File: src/rtl/pipe_stage_skid.sv
// Two-entry skid-buffered pipeline stage with enable, flush and synchronous reset.
// Define PIPE_STAGE_SKID_STATS_EN to add the saturating stall_cnt output.
module pipe_stage_skid #(
    parameter int unsigned      WIDTH = 32,
    parameter logic [WIDTH-1:0] NOP   = '0
) (
    input  logic             clk,
    input  logic             rst,
    input  logic             en,
    input  logic             flush,
    input  logic             in_valid,
    input  logic [WIDTH-1:0] in_data,
    output logic             in_ready,
    output logic             out_valid,
    output logic [WIDTH-1:0] out_data,
    input  logic             out_ready
`ifdef PIPE_STAGE_SKID_STATS_EN
    ,
    output logic [15:0]      stall_cnt
`endif
);

    typedef enum logic [1:0] {
        EMPTY = 2'd0,
        ONE   = 2'd1,
        FULL  = 2'd2
    } state_t;

    state_t           state_q, state_d;
    logic [WIDTH-1:0] main_q, main_d;
    logic [WIDTH-1:0] skid_q, skid_d;
    logic             in_fire, out_fire;

    // in_ready depends only on en and the registered state, never on out_ready
    assign in_ready  = en && (state_q != FULL);
    assign out_valid = en && (state_q != EMPTY);
    assign out_data  = out_valid ? main_q : NOP;
    assign in_fire   = in_valid && in_ready;
    assign out_fire  = out_valid && out_ready;

    // State and payload registers
    always_ff @(posedge clk) begin
        if (rst) begin
            state_q <= EMPTY;
            main_q  <= NOP;
            skid_q  <= NOP;
        end else begin
            state_q <= state_d;
            main_q  <= main_d;
            skid_q  <= skid_d;
        end
    end

    // Next-state and payload steering; transfers are already gated by en
    always_comb begin
        state_d = state_q;
        main_d  = main_q;
        skid_d  = skid_q;
        if (flush) begin
            state_d = EMPTY;
        end else begin
            unique case (state_q)
                EMPTY: begin
                    if (in_fire) begin
                        main_d  = in_data;
                        state_d = ONE;
                    end
                end
                ONE: begin
                    if (in_fire && out_fire) begin
                        main_d = in_data;
                    end else if (in_fire) begin
                        skid_d  = in_data;
                        state_d = FULL;
                    end else if (out_fire) begin
                        state_d = EMPTY;
                    end
                end
                FULL: begin
                    if (out_fire) begin
                        main_d  = skid_q;
                        state_d = ONE;
                    end
                end
                default: state_d = EMPTY;
            endcase
        end
    end

`ifdef PIPE_STAGE_SKID_STATS_EN
    localparam int unsigned CNT_W = 16;

    logic [CNT_W-1:0] cnt_q;

    // Saturating count of cycles where upstream offered a beat that was refused
    always_ff @(posedge clk) begin
        if (rst) begin
            cnt_q <= '0;
        end else if (in_valid && !in_ready && (cnt_q != {CNT_W{1'b1}})) begin
            cnt_q <= cnt_q + CNT_W'(1);
        end
    end

    assign stall_cnt = cnt_q;
`endif

endmodule
File: config.mk
export PLATFORM = sky130hd
export DESIGN_NAME = pipe_stage_skid
export DESIGN_NICKNAME = d
export VERILOG_FILES = /design/src/rtl/pipe_stage_skid.sv
export SDC_FILE = /design/constraint.sdc
export NUM_CORES = 1
export LEC_CHECK = 0
export ABC_AREA = 1
export CAP_MARGIN = 20
export CORE_ASPECT_RATIO = 1.2
export CORE_MARGIN = 4
export CORE_UTILIZATION = 35
export DETAILED_ROUTE_END_ITERATION = 12
export GPL_ROUTABILITY_DRIVEN = 0
export GPL_TIMING_DRIVEN = 0
export PLACE_DENSITY_LB_ADDON = 0.2
export SLEW_MARGIN = 20
export SYNTH_ARGS = -nofsm -noshare
export SYNTH_HDL_FRONTEND = slang
export SYNTH_SLANG_ARGS = --single-unit
File: constraint.sdc
create_clock -name clk -period 3.57 [get_ports clk]
set_clock_uncertainty 0.1 [all_clocks]
set_input_delay 0.5355 -clock clk [delete_from_list [all_inputs] [get_ports clk]]
set_output_delay 0.5355 -clock clk [all_outputs]
set_load 0.02 [all_outputs]
==> metrics.md <==
| Metric | Value |
|---|---|
| Routed length per placed instance | 10.7 microns |
| Leakage dissipation | 0.00209 uW |
| Routed wire length | 8440 microns |
| Antenna violations before repair | 0 |
| Syn Nets | 620 |
| Cell area after layout | 0.00466 sq mm |
| Finished Layout Cells | approximately 800 |
| Area growth from synthesis to layout | 34.1% |
| Setup TNS | 0 ps |
| Overall via count from detail_route | 3419 |
| Detailed-route DRC error count | 0 |
| Iteration-0 DRC Markers | 110 |
| Total of max-cap violations | 0 |
| Skew-Pair Late Insertion Delay | approximately 330 ps |
| Data required, critical path | just under 3000 ps |
| Clock period minus worst slack | approximately 3100 ps |
| Final hold violations | 0 |
| Portion of the clock cycle consumed by the worst path in the final layout | 0.861 |
| Worst-path cell chain | clkdlybuf4s50_1 > nand2_1 > clkbuf_1 > nor2_1 > clkdlybuf4s50_1 |
| Fraction of layout cells with a size suffix above 1 | 0.0717 |
| Core region area | between 0.009 and 0.01 sq mm |
| Number of pins exceeding their max-slew limit in the final report | 0 |
| Netlist Area Pre-Place | about 0.0035 sq mm |
| Bufs on Longest Clock Path | 2 |
| Sequential element share of the synthesized area | 0.380 |
| # nets final | 702 |
| Overall routing resource usage | 0.156 |
| Most used cells in the layout excluding fill and tap cells | 164 x sky130_fd_sc_hd__nor2_1, 136 x sky130_fd_sc_hd__nand2_1, 103 x sky130_fd_sc_hd__inv_1 |
| Sequential cell area | 0.00132 sq mm |
| Critical path data arrival time | roughly 2400 ps |
| Slowest library cell on the worst path | sky130_fd_sc_hd__clkdlybuf4s50_1 |
| Type of element launching the critical path | input pin |
| Vertical extent of the die | 117 microns |
| Clock buffer count from CTS | 9 |
| Crit Path Category | input pin to output pin |
| Filler instances | 1004 |
| Area enclosed by the die boundary | 0.0116 sq mm |
| Most common cell after layout, fill and taps aside | sky130_fd_sc_hd__nor2_1 |
| # H-tree levels | 3 |
| Via-per-instance ratio | 4.32 |
| Die X-Extent | 99.0 microns |
| Count of input and output buffers | 71 |
| Worst vdd ir | 0.000259 V |
| Yosys Warn Count | 0 |
| Synthesized netlist cell count | between 500 and 600 |
| Placed cell count | 776 |
| RSZ-0062 raised after global routing | no |
| Total setup buffers inserted after CTS | 0 |
| Root Buffer Master | sky130_fd_sc_hd__clkbuf_16 |
| Global route overflow | 0 |
| Total chip power | 1950 uW |
| Area used by multi-input combinational logic | about 0.0016 sq mm |
| Highest net fanout along the worst path | 10 |
| Power Density | ~420 mW/mm^2 |
| Hold-fix buffers at CTS | 0 |
| IO Count | 72 |
| R2R setup slack | 1770 ps |
| Most repeated library cell on the critical path | sky130_fd_sc_hd__clkdlybuf4s50_1 |
| Placed wire-length estimate | 6260 microns |
| Synthesis-stage register bit count | 66 |
| Delay of the slowest critical-path stage | 620 ps |
| Core Rows | 39 |
| Post-place instance area | between 0.004 and 0.005 sq mm |
| Final antenna-violating net count | 0 |
| Type of element capturing the critical path | output pin |
| Relative max-transition margin | 0.622 |
| Post-CTS resize count | 0 |
| Hold crit path type | register to register |
| 1st-pass router iterations | 4 |
| Clock transition time at the flip-flop clock pins of the worst setup and hold paths | ~50 ps |
| Transition time at the pin with the least slew margin | around 570 ps |
| Unique cell type count in the Yosys netlist | 21 |
| Count of clock tree sinks | 66 |
| Fraction of the core area covered by cells at the end of the flow | 0.485 |
| Global-route wire length before repair | 14700 microns |
| Delay-heaviest family, CP | buffers and inverters |
| Effective utilization at floorplan | 0.362 |
| Antenna diode count | 0 |
| Setup violations, final | 0 |
| Synthesized area divided by synthesized cell count | 5.98 sq um |
| Maximum number of pins on one net before global-route repair | 12 |
| Number of global-route vias before repair | 3296 |
| CTS tree | built |
| Crit path buffers/inverters | 3 |
| Maximum clock frequency | 325 MHz |
| Result of the run | complete, no violations |
==> metrics by stage <==
stage | hold WS, ps | setup WS (ps)
2_1_floorplan | 355 | 1790
3_3_place_gp | 363 | 462
3_5_place_dp | 371 | 476
4_1_cts | 384 | 466
5_1_grt | 406 | 340
6_report | 378 | 495
==> worst register-to-register path: stages, from the launching register on <==
cell                       delay (ps)
sky130_fd_sc_hd__dfxtp_1          380
sky130_fd_sc_hd__inv_2             80
sky130_fd_sc_hd__nor2_1           150
sky130_fd_sc_hd__buf_2            230
sky130_fd_sc_hd__clkbuf_1         350
sky130_fd_sc_hd__o21ai_0          160
sky130_fd_sc_hd__inv_1             80
sky130_fd_sc_hd__nand3_1           70
sky130_fd_sc_hd__nand2_1           70
sky130_fd_sc_hd__nor2_1            40
==> state kept, by name, indices dropped and copies added (netlist names) <==
| signal | cells |
|---|---|
| main_q | 32 |
| skid_q | 32 |
| state_q | 2 |
==> final timing paths <==
path	depth (start not counted)	startpoint	end
worst min-delay path	2	main_q[3]	main_q[3]
worst max register to register	9	state_q[1]	main_q[2]
worst min register to register	2	main_q[3]	main_q[3]
worst max-delay path	5	en	out_data[30]
==> layer usage <==
layer | wire (microns) | track usage | vias up
met4 | 125 | 0.0628 | 0
met5 | 0 | 0 | -
met2 | 4100 | 0.271 | 85
met1 | 3790 | 0.188 | 1465
li1 | - | - | 1857
met3 | 431 | 0.0350 | 12
==> cell families after synthesis <==
family / after synthesis / share of synthesized area
buffers and inverters: 138 / 0.174
flip-flops: 66 / 0.380
AND/OR/NAND/NOR: 342 / 0.392
AO/OA/AOI/OAI: 36 / 0.0536
==> synth_stat cells <==
library cell | number | area share
sky130_fd_sc_hd__dfxtp_1 | 66 | 0.38
sky130_fd_sc_hd__nand3_2 | 2 | 0.0058
sky130_fd_sc_hd__buf_4 | 2 | 0.0043
sky130_fd_sc_hd__o21ai_0 | 33 | 0.047
sky130_fd_sc_hd__nor2_2 | 2 | 0.0036
sky130_fd_sc_hd__clkbuf_1 | 7 | 0.0076
sky130_fd_sc_hd__a21oi_1 | 1 | 0.0014
sky130_fd_sc_hd__inv_2 | 2 | 0.0022
sky130_fd_sc_hd__clkbuf_8 | 2 | 0.0079
sky130_fd_sc_hd__a41oi_1 | 1 | 0.0025
sky130_fd_sc_hd__nand2_1 | 136 | 0.15
sky130_fd_sc_hd__nor2_1 | 164 | 0.18
sky130_fd_sc_hd__clkinv_1 | 1 | 0.0011
sky130_fd_sc_hd__buf_2 | 13 | 0.019
sky130_fd_sc_hd__nand2_2 | 3 | 0.0054
sky130_fd_sc_hd__nor3_4 | 1 | 0.0047
sky130_fd_sc_hd__a211oi_1 | 1 | 0.0022
sky130_fd_sc_hd__buf_1 | 2 | 0.0022
sky130_fd_sc_hd__nand3_1 | 34 | 0.049
sky130_fd_sc_hd__buf_6 | 6 | 0.019
sky130_fd_sc_hd__inv_1 | 103 | 0.11
==> area by class of cell <==
type / instances / area share
Multi-Input combinational cell: 378 / 0.332
Clock inverter: 5 / 0.0166
Inverter: 106 / 0.0853
Sequential cell: 66 / 0.283
Clock buffer: 11 / 0.0521
Buffer: 32 / 0.0448
Timing Repair Buffer: 71 / 0.152
Tap cell: 123 / 0.0330
==> where the power goes <==
group	switching (uW)	internal, uW	total (uW)	leakage [uW]
logic	120	101	222	0.00140
clock network	316	628	944	0.000156
registers	14.6	769	783	0.000537
No activity file was read; power rests on OpenSTA's default activity.
